$ cat config.mk
export PLATFORM = sky130hd
export DESIGN_NAME = seg7_scan_mux
export DESIGN_NICKNAME = d
export VERILOG_FILES = /design/src/rtl/seg7_scan_mux.sv
export SDC_FILE = /design/constraint.sdc
export NUM_CORES = 1
export LEC_CHECK = 0
export BUFFER_PORTS_ARGS = -buffer_cell sky130_fd_sc_hd__buf_2
export CORE_ASPECT_RATIO = 0.6
export CORE_MARGIN = 2
export CORE_UTILIZATION = 40
export DETAILED_ROUTE_END_ITERATION = 12
export MAX_ROUTING_LAYER = met4
export SLEW_MARGIN = 5
export SYNTH_ARGS = -nofsm -noshare
export SYNTH_HDL_FRONTEND = slang
export SYNTH_SLANG_ARGS = --single-unit
$ cat constraint.sdc
create_clock -name clk -period 4.1 [get_ports clk]
set_clock_uncertainty 0.05 [all_clocks]
set_input_delay 0.205 -clock clk [delete_from_list [all_inputs] [get_ports clk]]
set_output_delay 0.205 -clock clk [all_outputs]
set_load 0.02 [all_outputs]
$ cat src/rtl/seg7_scan_mux.sv
// seg7_scan_mux: time-multiplexed seven-segment driver with frame snapshot, blink, colon and leading-zero blank
module seg7_scan_mux #(
  parameter int NUM_FIELDS     = 3,
  parameter int SCAN_DIV       = 1000,
  parameter int DEAD_CYC       = 2,
  parameter bit SEG_ACTIVE_LOW = 1,
  parameter bit LZ_BLANK       = 1
) (
  input  logic                      clk,
  input  logic                      rst,
  input  logic                      tick_1hz,
  input  logic                      mode,
  input  logic [6*NUM_FIELDS-1:0]   time_vals,
  input  logic [6*NUM_FIELDS-1:0]   sw_vals,
  input  logic [NUM_FIELDS-1:0]     blink_mask,
  output logic [7:0]                seg,
  output logic [2*NUM_FIELDS-1:0]   an,
  output logic                      frame_start
);
  localparam int ND = 2 * NUM_FIELDS;
  localparam int DW = $clog2(ND);
  localparam int CW = $clog2(SCAN_DIV);
  localparam logic [7:0]    SEG_OFF = {8{SEG_ACTIVE_LOW}};
  localparam logic [ND-1:0] AN_OFF  = {ND{SEG_ACTIVE_LOW}};
  localparam logic [6:0] GLYPH [10] = '{7'h3F, 7'h06, 7'h5B, 7'h4F, 7'h66,
                                        7'h6D, 7'h7D, 7'h07, 7'h7F, 7'h6F};
  logic [CW-1:0]           scan_cnt;
  logic [DW-1:0]           digit_idx, fld;
  logic                    blink_phase, snap_mode;
  logic [6*NUM_FIELDS-1:0] snapshot;
  logic                    slot_end, frame_end, blank, lz;
  logic [5:0]              fv;
  logic [3:0]              tens, ones, code;
  logic [7:0]              seg_n;
  logic [ND-1:0]           an_n;
  // decode the current slot into the active-high glyph and anode pattern
  always_comb begin
    fld       = digit_idx >> 1;
    slot_end  = scan_cnt == CW'(SCAN_DIV - 1);
    frame_end = slot_end && digit_idx == DW'(ND - 1);
    fv        = 6'(snapshot >> (6 * fld));
    tens      = 4'(fv / 6'd10);
    ones      = 4'(fv % 6'd10);
    code      = digit_idx[0] ? tens : ones;
    blank     = blink_phase && |(blink_mask & (NUM_FIELDS'(1) << fld));
    lz        = LZ_BLANK && digit_idx == DW'(ND - 1) && tens == 4'd0;
    seg_n     = (blank || lz || code > 4'd9) ? 8'h00
              : {!digit_idx[0] && |fld && (snap_mode || !blink_phase), GLYPH[code]};
    an_n      = (scan_cnt >= CW'(DEAD_CYC)) ? ND'(1) << digit_idx : '0;
  end
  // scan counters, frame snapshot, blink phase and registered pin drivers
  always_ff @(posedge clk or posedge rst) begin
    if (rst) begin
      scan_cnt    <= '0;
      digit_idx   <= '0;
      blink_phase <= 1'b0;
      snap_mode   <= 1'b0;
      snapshot    <= '0;
      seg         <= SEG_OFF;
      an          <= AN_OFF;
      frame_start <= 1'b0;
    end else begin
      scan_cnt    <= slot_end ? '0 : scan_cnt + CW'(1);
      digit_idx   <= frame_end ? '0 : slot_end ? digit_idx + DW'(1) : digit_idx;
      frame_start <= frame_end;
      snapshot    <= frame_end ? (mode ? sw_vals : time_vals) : snapshot;
      snap_mode   <= frame_end ? mode : snap_mode;
      blink_phase <= blink_phase ^ tick_1hz;
      seg         <= SEG_ACTIVE_LOW ? ~seg_n : seg_n;
      an          <= SEG_ACTIVE_LOW ? ~an_n : an_n;
    end
  end
endmodule
==> results.md <==
* Yosys warnings at 0
* Critical Path Sink Type: register
* Core footprint at around 6700 um2
* Via/cell ratio at 5.21
* CTS Buf Count at 5
* Post-route DRC violation count at 0
* Layout cell share with drive strength beyond 1 at 31.5%
* Clk pwr share at 39.5%
* Final-report hold violation count at 0
* Metal3 WL at 361 um
* Slew headroom at 32.5%
* Io pins at 58
* Number of port buffers at 57
* Vias in the first global route at 2,092
* Setup violators final at 0
* Critical setup path kind: register to register
* CTS Sinks at 48
* Ranking of synthesized cells by area: dfrtp_1 31%, dfstp_2 13%, mux2i_1 9.1%
* DP Wirelength at 4270 um
* TritonCTS clock tree: built
* WP data required at 4.26 ns
* Logic pwr share at 10.3%
* Iter 0 DRT Violations at 106
* Top routing layer in use: met4
* Synth Register Bits at between 40 and 50
* Min cycle time layout at 3.82 ns
* Num rows at 23
* Metal1 wirelength at roughly 3100 um
* Synth-to-Final Area Change at 19.6%
* Status: completed
* Clock Tree Buf Depth at 2
* Die Ht at 68.4 um
* Max Slew Vio Count at 0
* Vias post-DR at 2,205
* # diodes at 0
* Cts repair resizes at 0
* Drt first pass iters at 4
* Die X-Extent at 111 um
* Pre-CTS WS at roughly 0.082 ns
* Max Cap Viol at 0
* Fin nets at 391
* Post-synthesis sequential area ratio at 44.1%
* Crit path arrival time at between 3 and 4 ns
* GRT Residual Overflow at 0
* Global-route wire length before repair at 9960 um
* Setup Fix Bufs, Post-CTS at 0
* Post-synth top area cell: dfrtp_1
* EDFF count, synth at 0
* Highest clock rate at 262 MHz
* Root Buffer: clkbuf_16
* Post-synth net total at 331
* Post-synthesis cell type count at 49
* Register share of total power at 50.1%
* Period utilization at 93.2%
* Drt wl/cell at 13.7 um
* Mean Syn Cell Area at about 10 um2
* Setup ws final at 0.280 ns
* Ys flop type: dfrtp_1
* Min-delay worst type: primary input to register
* Gr usage total at 16.8%
* Synth async-reset ratio at 100%
* Starting Density at between 40% and 50%
* CP startpoint kind: register
* H-tree lvl count at 2
* Net Sw Power at 242 uW
* Met2 Wirelength at 2320 um
* CTS Hold Bufs at 0
* Sw frac at 23.8%
* Cell count after synthesis at 275
* WHS at approximately 0.058 ns
* Static Leakage at 0.00145 uW
* Pwr dens at between 300 and 400 nW/um2
* Total Wirelength at 5820 um
* Worst-margin pin slew at 1.01 ns
* Max rail drop VDD at 0.000162 V
* Synthesized area at 2760 um2
* Synth top area share at 30.8%
* Final antenna-violating net count at 0
* Crit-path max FO at 9
* Internal power at 776 uW
* Pin count of the biggest net entering global routing at 49
* Skew-Pair Late Insertion Delay at roughly 0.28 ns
* Die area at 7610 um2
* Placer Congestion at about 0.9
* Worst-path clk slew at about 0.07 ns
* Initial antenna violation count at 0
cells in the mapped netlist (2+ instances only):
cell and instances:
nand2b_1 3, dfstp_2 14, nand4_1 2, xor2_1 4, o211ai_1 2, o21ai_1 2, nor4_1 4, nor3_1 3
o21ai_0 8, inv_4 2, ha_1 13, xnor2_1 4, clkbuf_1 8, o2bb2ai_4 2, o22ai_1 2, and3_1 2
buf_6 3, a21o_1 2, a21oi_2 2, inv_1 7, a221o_1 5, nor2b_1 3, o2bb2ai_2 2, o221ai_1 2
dfrtp_1 34, a31oi_1 5, mux2i_1 25, nor2_1 35, o31ai_2 2, nand2_1 22, nand3_1 9, or3_1 2
a21oi_1 24
sequential cells by signal (all words and copies together), names as in the netlist:
name	flops
an	6
snap_mode	1
scan_cnt	10
blink_phase	1
seg	8
snapshot	18
digit_idx	3
frame_start	1
critical path: stages (launching register included):
cell and delay [ns]:
dfrtp_2 0.49, mux2i_2 0.20, o2bb2ai_4 0.24, inv_4 0.09, ha_1 0.35, nor2b_2 0.19
o211ai_1 0.18, a21oi_1 0.13, nor3_4 0.24, o21a_1 0.17, o211ai_1 0.17, inv_2 0.13
ha_1 0.21, o221ai_1 0.14, a221o_1 0.40, or3_1 0.37
final timing paths:
| kind | slack [ns] | start | depth (start not counted) | end |
|---|---|---|---|---|
| worst max-delay path | 0.28 | digit_idx[1] | 15 | seg[7] |
| worst min-delay path | 0.06 | tick_1hz | 2 | blink_phase |
| min in group asynchronous | 0.11 | rst | 2 | scan_cnt[4] |
| max in group asynchronous | 3.20 | rst | 2 | digit_idx[1] |
| worst max register to register | 0.28 | digit_idx[1] | 15 | seg[7] |
| worst min register to register | 0.43 | snap_mode | 2 | snap_mode |
cells by family (layout without fill, tap and decap cells):
kind of cell,count (synthesis),count (layout),synth area share [%]
XOR/XNOR,8,8,2.53
buffers and inverters,21,82,3.85
flip-flops,48,48,44.1
multiplexers,25,25,9.05
AO/OA/AOI/OAI,68,68,18.5
adder cells (fa/ha/maj),13,13,5.89
AND/OR/NAND/NOR,92,92,16.1
layer usage:
| metal | GRT usage [%] | up-vias |
|---|---|---|
| li1 | - | 1107 |
| met1 | 24.1 | 1026 |
| met2 | 24.0 | 66 |
| met3 | 3.99 | 6 |
| met4 | 3.86 | 0 |
| met5 | - | - |
layout by cell type, fill, tap and decap left out, drive strengths merged, types with 3 or more instances in the layout:
master,instances
xnor2,4
nand2,22
nor4,4
nand3,9
clkbuf,7
nor3,5
o21ai,10
a21oi,26
nand2b,3
xor2,4
nor2,35
dfstp,14
nor2b,4
dfrtp,34
inv,9
a31oi,5
o2bb2ai,5
a221o,5
ha,13
mux2i,25
buf,64
cell type report:
cell class	instances	area (um2)
clock buffer	7	133
clock inverter	1	8.76
fill	637	3370
inverter	10	42.5
multi-input combinational	206	1460
sequential	48	1220
tap	87	109
timing repair buffer	64	338
through the flow:
step           util [%]  instance area (um2)  TNS [ns]  instances  total power (uW)
2_1_floorplan         -                 2760         0        275               583
4_1_cts            49.3                 3290         0        423              1030
5_1_grt            49.5                 3310  -0.00291        423              1060
6_report           49.5                 3310         0        423              1020
3_5_place_dp       47.2                 3150         0        415               627
3_3_place_gp       47.2                 3150         0        415               625
power groups by stage:
| stage | combinational (uW) | clock, uW | sequential [uW] |
|---|---|---|---|
| after floorplan | 44.9 | 0 | 538 |
| after global placement | 105 | 0 | 520 |
| after detailed placement | 107 | 0 | 520 |
| after CTS | 107 | 413 | 511 |
| after global routing | 116 | 436 | 513 |
| final | 105 | 403 | 511 |
(Power assumes the default switching activity.)
